$ cat config.mk
export PLATFORM = sky130hd
export DESIGN_NAME = ltc5548_pio_poll_master_flat
export DESIGN_NICKNAME = d
export VERILOG_FILES = /design/src/rtl/ltc5548_pio_poll_master_if.sv /design/src/rtl/ltc5548_pio_poll_master.sv /design/src/flat_wrapper.sv
export SDC_FILE = /design/constraint.sdc
export NUM_CORES = 1
export LEC_CHECK = 0
export ABC_AREA = 1
export ABC_CLOCK_PERIOD_IN_PS = 2600
export BUFFER_PORTS_ARGS = -buffer_cell sky130_fd_sc_hd__clkbuf_2
export CAP_MARGIN = 0
export CELL_PAD_IN_SITES_DETAIL_PLACEMENT = 0
export CELL_PAD_IN_SITES_GLOBAL_PLACEMENT = 2
export CORE_MARGIN = 1.5
export CORE_UTILIZATION = 32
export DETAILED_ROUTE_END_ITERATION = 10
export PLACE_DENSITY_LB_ADDON = 0.1
export SYNTH_ARGS = -nofsm -noshare
export SYNTH_HDL_FRONTEND = slang
export SYNTH_SLANG_ARGS = --single-unit
export TNS_END_PERCENT = 5
$ cat constraint.sdc
create_clock -name clk -period 2.6 [get_ports clk]
set_clock_uncertainty 0.05 [all_clocks]
set_input_delay 0.39 -clock clk [delete_from_list [all_inputs] [get_ports clk]]
set_output_delay 0.39 -clock clk [all_outputs]
set_load 0.02 [all_outputs]
$ cat src/rtl/ltc5548_pio_poll_master_if.sv
// ltc5548_pio_poll_master_if: Avalon-MM read channel between the poller and the LTC5548 PIO slave
interface ltc5548_pio_poll_master_if;
  logic [1:0]  address;
  logic        read;
  logic [31:0] readdata;
  logic        waitrequest;
  modport master (output address, read, input readdata, waitrequest);
  modport slave  (input address, read, output readdata, waitrequest);
endinterface

$ cat src/rtl/ltc5548_pio_poll_master.sv
// ltc5548_pio_poll_master: periodic Avalon-MM poller of the LTC5548 PIO with sample stream and window average
// Optional window min/max tracking is built when LTC5548_POLL_MINMAX_EN is defined; otherwise win_min/win_max are 0.
module ltc5548_pio_poll_master #(
  parameter int DATA_W       = 12,
  parameter int POLL_DIV     = 1000,
  parameter int READ_LATENCY = 1,
  parameter int AVG_LOG2     = 4
) (
  input  logic                       clk,
  input  logic                       reset_n,
  input  logic                       enable,
  ltc5548_pio_poll_master_if.master  avm,
  output logic [DATA_W-1:0]          sample,
  output logic                       sample_valid,
  output logic [DATA_W-1:0]          avg,
  output logic                       avg_valid,
  output logic                       overrun,
  output logic                       busy,
  output logic [DATA_W-1:0]          win_min,
  output logic [DATA_W-1:0]          win_max
);
  localparam int TW = $clog2(POLL_DIV);
  localparam int LW = $clog2(READ_LATENCY + 1);
  localparam int AW = DATA_W + AVG_LOG2;
  localparam int CW = AVG_LOG2 > 0 ? AVG_LOG2 : 1;
  localparam logic [CW-1:0] LAST = CW'((1 << AVG_LOG2) - 1);
  typedef enum logic [1:0] {IDLE, REQ, LAT} state_t;
  state_t            state;
  logic [TW-1:0]     timer;
  logic [LW-1:0]     lat;
  logic [AW-1:0]     acc;
  logic [AW-1:0]     sum;
  logic [CW-1:0]     cnt;
  logic [DATA_W-1:0] din;
  logic              tick;
  logic              cap;
  logic              last;
  logic              unused_hi;
  assign din         = avm.readdata[DATA_W-1:0];
  assign unused_hi   = ^avm.readdata[31:DATA_W];
  assign tick        = enable && timer == '0;
  assign cap         = state == LAT && lat == '0;
  assign last        = cnt == LAST;
  assign sum         = acc + AW'(din);
  assign busy        = state != IDLE;
  assign avm.address = '0;
  // poll timer: held at reload while disabled, free-runs and ticks every POLL_DIV clocks when enabled
  always_ff @(posedge clk or negedge reset_n) begin
    if (!reset_n) timer <= TW'(POLL_DIV - 1);
    else timer <= (!enable || timer == '0) ? TW'(POLL_DIV - 1) : timer - TW'(1);
  end
  // read FSM: issue one read per tick, wait out the fixed latency, capture the sample; flag dropped ticks
  always_ff @(posedge clk or negedge reset_n) begin
    if (!reset_n) begin
      state        <= IDLE;
      avm.read     <= 1'b0;
      lat          <= '0;
      sample       <= '0;
      sample_valid <= 1'b0;
      overrun      <= 1'b0;
    end else begin
      sample_valid <= 1'b0;
      if (!enable) overrun <= 1'b0;
      else if (tick && state != IDLE) overrun <= 1'b1;
      case (state)
        IDLE: if (tick) begin
          state    <= REQ;
          avm.read <= 1'b1;
        end
        REQ: if (!avm.waitrequest) begin
          state    <= LAT;
          avm.read <= 1'b0;
          lat      <= LW'(READ_LATENCY - 1);
        end
        LAT: if (cap) begin
          state        <= IDLE;
          sample       <= din;
          sample_valid <= 1'b1;
        end else lat <= lat - LW'(1);
        default: state <= IDLE;
      endcase
    end
  end
  // window accumulator: sum 2^AVG_LOG2 samples, emit truncated mean, drop partial window when disabled
  always_ff @(posedge clk or negedge reset_n) begin
    if (!reset_n) begin
      acc       <= '0;
      cnt       <= '0;
      avg       <= '0;
      avg_valid <= 1'b0;
    end else begin
      avg_valid <= 1'b0;
      if (cap) begin
        if (last) begin
          avg       <= DATA_W'(sum >> AVG_LOG2);
          avg_valid <= 1'b1;
          acc       <= '0;
          cnt       <= '0;
        end else begin
          acc <= sum;
          cnt <= cnt + CW'(1);
        end
      end else if (state == IDLE && !enable) begin
        acc <= '0;
        cnt <= '0;
      end
    end
  end
`ifdef LTC5548_POLL_MINMAX_EN
  logic [DATA_W-1:0] cur_min;
  logic [DATA_W-1:0] cur_max;
  logic [DATA_W-1:0] nxt_min;
  logic [DATA_W-1:0] nxt_max;
  assign nxt_min = (cnt == '0 || din < cur_min) ? din : cur_min;
  assign nxt_max = (cnt == '0 || din > cur_max) ? din : cur_max;
  // window extremes: seeded by each window's first sample, published alongside the average
  always_ff @(posedge clk or negedge reset_n) begin
    if (!reset_n) begin
      cur_min <= '0;
      cur_max <= '0;
      win_min <= '0;
      win_max <= '0;
    end else if (cap) begin
      cur_min <= nxt_min;
      cur_max <= nxt_max;
      if (last) begin
        win_min <= nxt_min;
        win_max <= nxt_max;
      end
    end else if (state == IDLE && !enable) begin
      cur_min <= '0;
      cur_max <= '0;
      win_min <= '0;
      win_max <= '0;
    end
  end
`else
  assign win_min = '0;
  assign win_max = '0;
`endif
endmodule

$ cat src/flat_wrapper.sv
// flat-port wrapper written by rule: the top's interface ports become plain ports
module ltc5548_pio_poll_master_flat 
#(
  parameter int DATA_W       = 12,
  parameter int POLL_DIV     = 1000,
  parameter int READ_LATENCY = 1,
  parameter int AVG_LOG2     = 4
)
  (clk, reset_n, enable, sample, sample_valid, avg, avg_valid, overrun, busy, win_min, win_max, avm_address, avm_read, avm_readdata, avm_waitrequest);
  ltc5548_pio_poll_master_if avm_i ();
  input  logic clk;
  input  logic reset_n;
  input  logic enable;
  output logic [DATA_W-1:0] sample;
  output logic sample_valid;
  output logic [DATA_W-1:0] avg;
  output logic avg_valid;
  output logic overrun;
  output logic busy;
  output logic [DATA_W-1:0] win_min;
  output logic [DATA_W-1:0] win_max;
  output wire logic [$bits(avm_i.address)-1:0] avm_address;
  output wire logic [$bits(avm_i.read)-1:0] avm_read;
  input wire logic [$bits(avm_i.readdata)-1:0] avm_readdata;
  input wire logic [$bits(avm_i.waitrequest)-1:0] avm_waitrequest;
  assign avm_address = avm_i.address;
  assign avm_read = avm_i.read;
  assign avm_i.readdata = avm_readdata;
  assign avm_i.waitrequest = avm_waitrequest;
  ltc5548_pio_poll_master #(.DATA_W(DATA_W), .POLL_DIV(POLL_DIV), .READ_LATENCY(READ_LATENCY), .AVG_LOG2(AVG_LOG2)) u_core (.clk(clk), .reset_n(reset_n), .enable(enable), .avm(avm_i), .sample(sample), .sample_valid(sample_valid), .avg(avg), .avg_valid(avg_valid), .overrun(overrun), .busy(busy), .win_min(win_min), .win_max(win_max));
endmodule
==> flow_summary.json <==
{
  "status": "completed",
  "place.gp.congestion": 0.7784,
  "finalSetupTns_ps": 0,
  "crit_type": "reg2reg",
  "die_h_microns": 107.9,
  "crit_path_end_kind": "flop",
  "maxSlewViolCount": 0,
  "p_per_area_nw_per_um2": 516.9,
  "netlist_instances": 460,
  "fp.dieArea_sq_um": 11630,
  "crit_path_cell_trace": "ha_1 -> inv_1 -> fa_1 -> inv_1 -> nand3_1 -> nand3_1 -> a21oi_1 -> or2_2 -> nand3_1 -> nand2_1",
  "met2_usage_pct": 24.29,
  "yosysWarningCount": 0,
  "grt_usage_pct": 15.70,
  "yosysSeqAreaShare_pct": 43.67,
  "drtPass1Iterations": 4,
  "synth_top_family_by_area": "simple AND/OR/NAND/NOR gates",
  "slew_headroom_pct": 52.88,
  "clk_pin_slew_ps": 70,
  "seq_area_sq_um": 1536,
  "worstSetupStartpointType": "flop",
  "final_core_utilization_pct": 36.98,
  "insertion_delay_ps": 340,
  "synth-edff-count": 0,
  "antenna_found_initial": 0,
  "syn_area_sq_um": 3518,
  "initial_core_util_pct": 32.60,
  "multiInputGateArea_sq_um": 1613,
  "cpMaxStageDelayCell": "fa_1",
  "synth-async-reset-ratio_pct": 100.0,
  "grt_max_degree": 38,
  "row_count": 38,
  "dp_slack_ps": 445.8,
  "cpPeakStageDelay_ps": 390,
  "route.detailed.wl_per_inst_microns": 12.76,
  "worstPathMaxFanout": 3,
  "ctsHtreeMaxLevel": 3,
  "core_sq_um": 10790,
  "fin_ws_ps": 589.4,
  "dp.cells": 639,
  "cts-root-buf": "clkbuf_8",
  "synthAdderAreaFrac_pct": 5.903,
  "numPortBuffers": 44,
  "busiest_layer": "met2",
  "grt.overflow.total": 0,
  "met3_usage_pct": 2.663,
  "viasPerCell": 4.369,
  "ys.flop_type": "dfrtp_1",
  "fmax_mhz": 497.4,
  "clock_path_buffers": 2,
  "final_cells": 655,
  "cts_sinks": 61,
  "synthXorXnorAreaFrac_pct": 0.7468,
  "die_x_microns": 107.9,
  "cts_resized": 0,
  "max_cap_violations": 0,
  "routed_wl_mm": 8.360,
  "p_leak_nw": 2.226,
  "finalCritPeriodShare_pct": 77.33,
  "hp-class": "in2async",
  "setup_violations": 0,
  "num_antenna_cells": 0,
  "crit_family": "simple AND/OR/NAND/NOR gates",
  "synth-compound-area-share_pct": 4.694,
  "drtAntennaViolNets": 0,
  "hold_viol": 0,
  "postCtsSetupBuffers": 0,
  "yosys.area_share.simple_pct": 31.72,
  "avgSynthCellArea_sq_um": 7.649,
  "cts_tree": "yes",
  "drive_above_1_share_pct": 15.92,
  "drt_iter0_drc": 106,
  "cp.required_ps": 2770,
  "rsz0062_at_grt": "no",
  "ctsHoldBuffers": 0,
  "power_mw": 2.063,
  "io_pins": 91,
  "synth_cell_types": 35,
  "ir_drop_mv": 0.2658,
  "arrival_ps": 2190,
  "ys_seq_elements": 61,
  "hpwlAfterDp_mm": 6.243,
  "grt_pass1_vias": 2743,
  "fillers": 1186,
  "grt_pass1_wl_mm": 13.86,
  "cp_num_buf_inv": 2,
  "finalNetCount": 562,
  "cts_made_buffers": 9,
  "synthMuxAreaShare_pct": 0,
  "grt_util_met1_pct": 21.76,
  "path_common_cell": "nand3_1",
  "drc": 0,
  "worstMarginPinSlew_ps": 706.8,
  "min_period_ps": 2011,
  "areaGrowthSynthToFinish_pct": 13.44,
  "num_vias": 2862
}
==> Yosys cell counts (6+ instances only) <==
cell	count	area, sq um
nor3_1	6	30.03
inv_1	52	195.2
nand2_1	175	656.9
buf_4	26	195.2
nor2_1	22	82.58
nand3_1	35	175.2
o21ai_0	11	55.05
ha_1	15	187.7
dfrtp_1	53	1326
dfstp_2	8	210.2
a21oi_1	11	55.05
==> routing by layer <==
layer  part of all wire [%]  vias up
li1                       -     1489
met1                     52     1310
met2                     43       54
met3                    3.2        9
met4                    1.5        0
met5                      0        -
==> registers in the layout (all words and copies together) (netlist names) <==
signal	count
u_core.state	2
u_core.timer	10
u_core.sample	12
u_core.sample_valid	1
u_core.overrun	1
u_core.lat	1
u_core.acc	16
u_core.avg	12
u_core.avm.read	1
u_core.cnt	4
u_core.avg_valid	1
==> logic make-up (layout without fill, tap and decap cells) <==
family | Yosys count | count (layout)
fa+ha+maj | 16 | 16
compound gates | 30 | 30
other cells | 1 | 26
flops | 61 | 61
xor+xnor | 3 | 3
buf+inv | 88 | 118
simple gates | 261 | 261
==> area by class of cell <==
class,count,area share [%]
sequential,61,38.50
timing repair buffer,46,6.207
clock inverter,5,1.881
inverter,56,5.329
multi-input combinational,336,40.41
clock buffer,11,3.292
tap,140,4.389
==> metrics by stage <==
stage          instance area (sq um)  hold slack, ps
2_1_floorplan                   3612           44.41
3_3_place_gp                    3785           388.2
3_5_place_dp                    3785           390.2
4_1_cts                         3991           47.41
5_1_grt                         3991           64.73
6_report                        3991           34.18
==> cells in the final DEF, fill, tap and decap left out, types with 8 or more instances in the layout <==
master / n
clkbuf_8: 9
ha_1: 15
nand3_1: 35
a21oi_1: 11
o21ai_0: 11
nand2_1: 175
dfstp_2: 8
nor2_1: 22
inv_1: 52
conb_1: 26
dfrtp_1: 53
clkbuf_2: 44
==> power breakdown <==
group / internal (mW) / total [mW] / switching, mW
Sequential: 0.965 / 0.973 / 0.00822
Clock: 0.536 / 0.928 / 0.392
Combinational: 0.0399 / 0.162 / 0.122
Total: 1.54 / 2.06 / 0.522
==> worst paths after layout <==
kind                                      startpoint                           to  slack [ps]  cells past startpoint
max in group asynchronous                    reset_n    u_core.timer[2]$_DFF_PN1_        1760                      2
hold / removal                               reset_n    u_core.timer[4]$_DFF_PN0_          30                      1
setup reg to reg           u_core.acc[0]$_DFFE_PN0P_    u_core.acc[8]$_DFFE_PN0P_         590                     10
setup / recovery           u_core.acc[0]$_DFFE_PN0P_    u_core.acc[8]$_DFFE_PN0P_         590                     10
hold reg to reg            u_core.timer[0]$_DFF_PN1_    u_core.timer[0]$_DFF_PN1_         400                      1
min in group clk                     avm_waitrequest  u_core.state[0]$_DFFE_PN0P_         230                      3
(Power assumes the default switching activity.)
